**src/rtl/univ_shift_reg_burst.sv**
```systemverilog
// rtl/univ_shift_reg_burst.sv - parametrised universal shift register with burst engine
//
// Purpose: WIDTH-bit universal shift register with eight modes (hold, shift
// right/left, load, rotate right/left, arithmetic shift right, clear). In IDLE
// a single op is applied when en=1; a start request latches mode and count and
// applies that mode for count consecutive cycles, then pulses done.
//
// Ports:
//   clk          rising-edge clock
//   rst          synchronous reset, active-high
//   en           single-step enable (IDLE only)
//   mode         operation select
//   start        burst request (IDLE only, priority over en)
//   count        burst step count, sampled with start
//   parallel_in  parallel load data
//   right_in     serial input entering the MSB on shift right
//   left_in      serial input entering the LSB on shift left
//   q            register contents
//   serial_out_r q[0]
//   serial_out_l q[WIDTH-1]
//   busy         burst in progress (RUN state)
//   done         one-cycle burst completion pulse
module univ_shift_reg_burst #(
    parameter int WIDTH = 8,
    parameter int CNT_W = 4
) (
    input  logic             clk,
    input  logic             rst,
    input  logic             en,
    input  logic [2:0]       mode,
    input  logic             start,
    input  logic [CNT_W-1:0] count,
    input  logic [WIDTH-1:0] parallel_in,
    input  logic             right_in,
    input  logic             left_in,
    output logic [WIDTH-1:0] q,
    output logic             serial_out_r,
    output logic             serial_out_l,
    output logic             busy,
    output logic             done
);

    localparam logic [2:0] M_HOLD  = 3'b000;
    localparam logic [2:0] M_SHR   = 3'b001;
    localparam logic [2:0] M_SHL   = 3'b010;
    localparam logic [2:0] M_LOAD  = 3'b011;
    localparam logic [2:0] M_ROR   = 3'b100;
    localparam logic [2:0] M_ROL   = 3'b101;
    localparam logic [2:0] M_ASR   = 3'b110;
    localparam logic [2:0] M_CLR   = 3'b111;

    typedef enum logic [1:0] {
        S_IDLE = 2'd0,
        S_RUN  = 2'd1,
        S_DONE = 2'd2
    } state_t;

    state_t           state;
    state_t           next_state;
    logic [2:0]       lat_mode;
    logic [CNT_W-1:0] remaining;
    logic [2:0]       op_mode;
    logic [WIDTH-1:0] op_q;
    logic             do_op;
    logic             load_burst;

    // State register
    always_ff @(posedge clk) begin
        if (rst) begin
            state <= S_IDLE;
        end else begin
            state <= next_state;
        end
    end

    // Next-state logic
    always_comb begin
        next_state = state;
        case (state)
            S_IDLE: begin
                if (start) begin
                    next_state = (count == '0) ? S_DONE : S_RUN;
                end
            end
            // remaining holds the steps still to do including this cycle's op
            S_RUN: begin
                if (remaining == CNT_W'(1)) begin
                    next_state = S_DONE;
                end
            end
            S_DONE:  next_state = S_IDLE;
            default: next_state = S_IDLE;
        endcase
    end

    // Output / control decode
    always_comb begin
        busy       = 1'b0;
        done       = 1'b0;
        do_op      = 1'b0;
        load_burst = 1'b0;
        case (state)
            S_IDLE: begin
                load_burst = start;
                do_op      = en & ~start;
            end
            S_RUN: begin
                busy  = 1'b1;
                do_op = 1'b1;
            end
            S_DONE: done = 1'b1;
            default: ;
        endcase
    end

    // During a burst the latched mode is used; serial/parallel data stay live
    assign op_mode = (state == S_RUN) ? lat_mode : mode;

    always_comb begin
        op_q = q;
        case (op_mode)
            M_HOLD: op_q = q;
            M_SHR:  op_q = {right_in, q[WIDTH-1:1]};
            M_SHL:  op_q = {q[WIDTH-2:0], left_in};
            M_LOAD: op_q = parallel_in;
            M_ROR:  op_q = {q[0], q[WIDTH-1:1]};
            M_ROL:  op_q = {q[WIDTH-2:0], q[WIDTH-1]};
            M_ASR:  op_q = {q[WIDTH-1], q[WIDTH-1:1]};
            M_CLR:  op_q = '0;
            default: op_q = q;
        endcase
    end

    // Datapath registers
    always_ff @(posedge clk) begin
        if (rst) begin
            q         <= '0;
            remaining <= '0;
            lat_mode  <= M_HOLD;
        end else begin
            if (do_op) begin
                q <= op_q;
            end
            if (load_burst) begin
                lat_mode  <= mode;
                remaining <= count;
            end else if (state == S_RUN) begin
                remaining <= remaining - CNT_W'(1);
            end
        end
    end

    assign serial_out_r = q[0];
    assign serial_out_l = q[WIDTH-1];

endmodule

```
**config.mk**
```make
export PLATFORM = sky130hd
export DESIGN_NAME = univ_shift_reg_burst
export DESIGN_NICKNAME = d
export VERILOG_FILES = /design/src/rtl/univ_shift_reg_burst.sv
export SDC_FILE = /design/constraint.sdc
export NUM_CORES = 1
export LEC_CHECK = 0
export CORE_ASPECT_RATIO = 1.75
export CORE_UTILIZATION = 43
export CTS_CLUSTER_DIAMETER = 150
export DETAILED_ROUTE_END_ITERATION = 10
export MAX_ROUTING_LAYER = met4
export PLACE_DENSITY = 0.76
export SYNTH_ARGS = -nofsm -noshare
export SYNTH_HDL_FRONTEND = slang
export SYNTH_SLANG_ARGS = --single-unit
```
**constraint.sdc**
```tcl
create_clock -name clk -period 1.5 [get_ports clk]
set_input_delay 0.225 -clock clk [delete_from_list [all_inputs] [get_ports clk]]
set_output_delay 0.225 -clock clk [all_outputs]
set_load 0.01 [all_outputs]
```
==> results.md <==
* Status: finished with violations
* Failing checks: setup timing
* H-tree levels at 1
* Distinct cell type count of the synthesized netlist at 41
* Final Net Count at 231
* Slowest stage delay, CP at about 0.36 ns
* Layout cells sized above 1 at 36.2%
* Mapped Area at 0.00119 mm^2
* RSZ-0062 raised after global routing: true
* Relative slew margins at a little over two thirds
* Pre-antenna DRT Iters at 4
* Worst Hold Class: reg2reg
* Clock period minus worst slack at 1.67 ns
* Crit path buf inv count at 2
* Worst-Margin Slew at between 0.4 and 0.5 ns
* Ys async rst share at 0%
* Reg2Reg Depth at 7
* Crit path launch: state[1]
* Synth Register Bits at 17
* CP endpoint: q[6]
* Drc violations at 0
* Detailed-route via count at 1,459
* Layout fillers at 183
* Reg-to-Reg Start: state[1]
* CP max FO at 6
* Rows at 24
* Seq/Total Area, Yosys at 28.6%
* Post-synth top area cell: dfxtp_1
* Total power at 1.80 mW
* N_diodes at 0
* Worst setup margin at -0.169 ns
* Final Slew Violations at 0
* Area occupied by registers at 355 um^2
* Syn Nets at about 170
* Synth Area per Inst at 8.03 um^2
* Cell with the most instances after synthesis: o21ai_0
* Register-to-register setup slack at -0.17 ns
* Number of synthesis warnings at 0
* Final setup violation count at 10
* Crit path launch type: flip-flop
* Clock Latency Late Sink at 0.26 ns
* Finished Cell Area at between 0.002 and 0.0025 mm^2
* Leak at 0.788 nW
* Number of I/O pins at 33
* R2r endpoint: q[6]
* Die X at approximately 42 um
* Initial DRC Count at 66
* Worst EP arrival at 1.82 ns
* Core area at 0.00255 mm^2
* Post-synth EDFFs at 0
* Vias per inst at approximately 6.3
* Final ANT Viol Nets at 0
* Pwr dens at 891 mW/mm^2
* Hold buffer count at CTS at 0
* Critical Path Sink Type: flip-flop
* Crit path required time at approximately 1.7 ns
* Clk sink count at 17
* CP max stage cell: dfxtp_4
* Final global-route overflow total at 0
* WL final at 4230 um
* Fin. Hold Viols at 0
* Inserted Clock Buffers at 3
* Largest net degree at the start of global routing at 11
* Post-placement cell area at 0.00168 mm^2
* Top_reg_cell synth: dfxtp_1
* HPWL after detailed placement at around 2800 um
* Multi-input logic area at 936 um^2
* Max Fclk at 599 MHz
* Largest delay share family, worst path: compound AO/OA/AOI/OAI gates
* Mapped Cells at 148
* Initial Util at 46.6%
* GR Util All Layers at 27.2%
* CTS tree: built
* Crit path kind: reg2reg
* Stages on worst setup path at 7
* Critical hold path startpoint: lat_mode[0]
* Number of max-cap violations at 0
* Clock-pin slew on the worst setup and hold paths at 0.08 ns
* Root Buffer: clkbuf_8
* Area contributors post-synth: dfxtp_1, o21ai_0, a21oi_1
* Vias in the first global route at between 1,000 and 1,500
* Layout Area Growth over Synthesis at 69.8%
* Post-synth top area share at 28.6%
* Commonest cells post-synth: o21ai_0, dfxtp_1, a21oi_1
* Initial antenna violation count at 0
* CTS max path bufs at 2
* Critical path cell sequence: nand2b_4 -> buf_4 -> a31oi_4 -> mux2i_4 -> buf_12 -> a221oi_2 -> a21oi_1
* Area of the die at 0.00299 mm^2
* Global-route wire length before repair at about 6300 um
* Placer congestion estimate at between 0.8 and 0.9
* Worst vdd ir at approximately 0.85 mV
* Clock skew at 0.0103 ns
* Final period utilization at 111%
* Routed len/inst at about 18 um
* IO buf count at 32
* Die H at 71.6 um
==> what timing repair did <==
action / CTS / global route
setup buffers: 3 / 3
gates cloned: 0 / 0
endpoints found under the setup margin: 10 / 12
pin swaps: 3 / 7
resized for setup: 20 / 36
==> how the worst min path moves through the flow <==
stage	depth (start not counted)	to
floorplan	2	lat_mode[0]
global placement	2	lat_mode[0]
detailed placement	2	lat_mode[0]
CTS	3	lat_mode[0]
global route	2	q[7]
finish	2	lat_mode[0]
==> sequential cells by signal, summed over array words and instances, names as in the netlist <==
| name | count |
|---|---|
| state | 2 |
| q | 8 |
| remaining | 4 |
| lat_mode | 3 |
==> worst register-to-register path: stages (launching register included) <==
cell	delay [ns]
dfxtp_4	0.36
nand2b_4	0.19
buf_4	0.17
a31oi_4	0.22
mux2i_4	0.11
buf_12	0.15
a221oi_2	0.28
a21oi_1	0.09
==> power by group <==
group / internal (mW) / switching (mW)
registers: 0.514 / 0.0849
clock network: 0.185 / 0.171
logic: 0.448 / 0.396
total: 1.15 / 0.652
==> placed cells by master (no fill, tap or decap), types with 2 or more instances in the layout <==
cell type        synthesis  layout
a21oi_1                 16      16
a221oi_2                 0       5
a221oi_4                 0       2
a31oi_4                  0       2
buf_12                   0       2
buf_4                    4      26
buf_6                    2       6
clkbuf_8                 0       3
clkdlybuf4s50_1          0      28
dfxtp_1                 17       9
dfxtp_2                  0       6
dfxtp_4                  0       2
dlygate4sd2_1            0       4
ha_1                     2       2
inv_1                    8       8
mux2i_4                  1       5
nand2_1                  7       6
nand3_1                  3       3
nor2_1                  12      11
nor2b_1                  2       2
nor3b_1                  8       3
nor3b_2                  0       5
o21ai_0                 19      12
o21ai_1                  3      10
o221ai_1                 2       2
==> metal layers <==
metal  wire [um]  share of wire, %  up-vias  GRT usage [%]
li1            -                 -      678              -
met3         138               3.3       18           4.03
met1        1490                35      708           24.8
met2        2450                58       55           54.5
met4         151               3.6        0           9.32
met5           0                 0        -              -
==> final cells by class <==
type | count | area share, %
Multi-Input combinational cell | 112 | 46.4
Timing Repair Buffer | 66 | 30.6
Sequential cell | 17 | 17.6
Clock buffer | 3 | 2.05
Tap cell | 26 | 1.61
Inverter | 8 | 1.49
Clock inverter | 1 | 0.248
==> stage by stage <==
| step | std cells | util, % | setup TNS, ns | hold slack (ns) | setup slack (ns) |
|---|---|---|---|---|---|
| finish | 233 | 79.1 | -1.25 | 0.526 | -0.169 |
| global route | 233 | 79.1 | -2.03 | 0.557 | -0.249 |
| CTS | 230 | 71.1 | -0.757 | 0.503 | -0.119 |
| detailed placement | 223 | 66.0 | -3.00 | 0.498 | -0.425 |
| global placement | 223 | 66.0 | -2.20 | 0.486 | -0.337 |
| floorplan | 148 | - | -0.713 | 0.361 | -0.0935 |
==> cell families (layout without fill, tap and decap cells) <==
family	count (synthesis)	after routing	synth area share, %
AOI/OAI and AO/OA	63	63	33.6
and+or+nand+nor	40	40	19.2
buffers and inverters	19	78	8.53
DFF	17	17	28.6
muxes	7	7	8.00
adders and majority gates	2	2	2.10
Power figures use the tool's default switching activity.
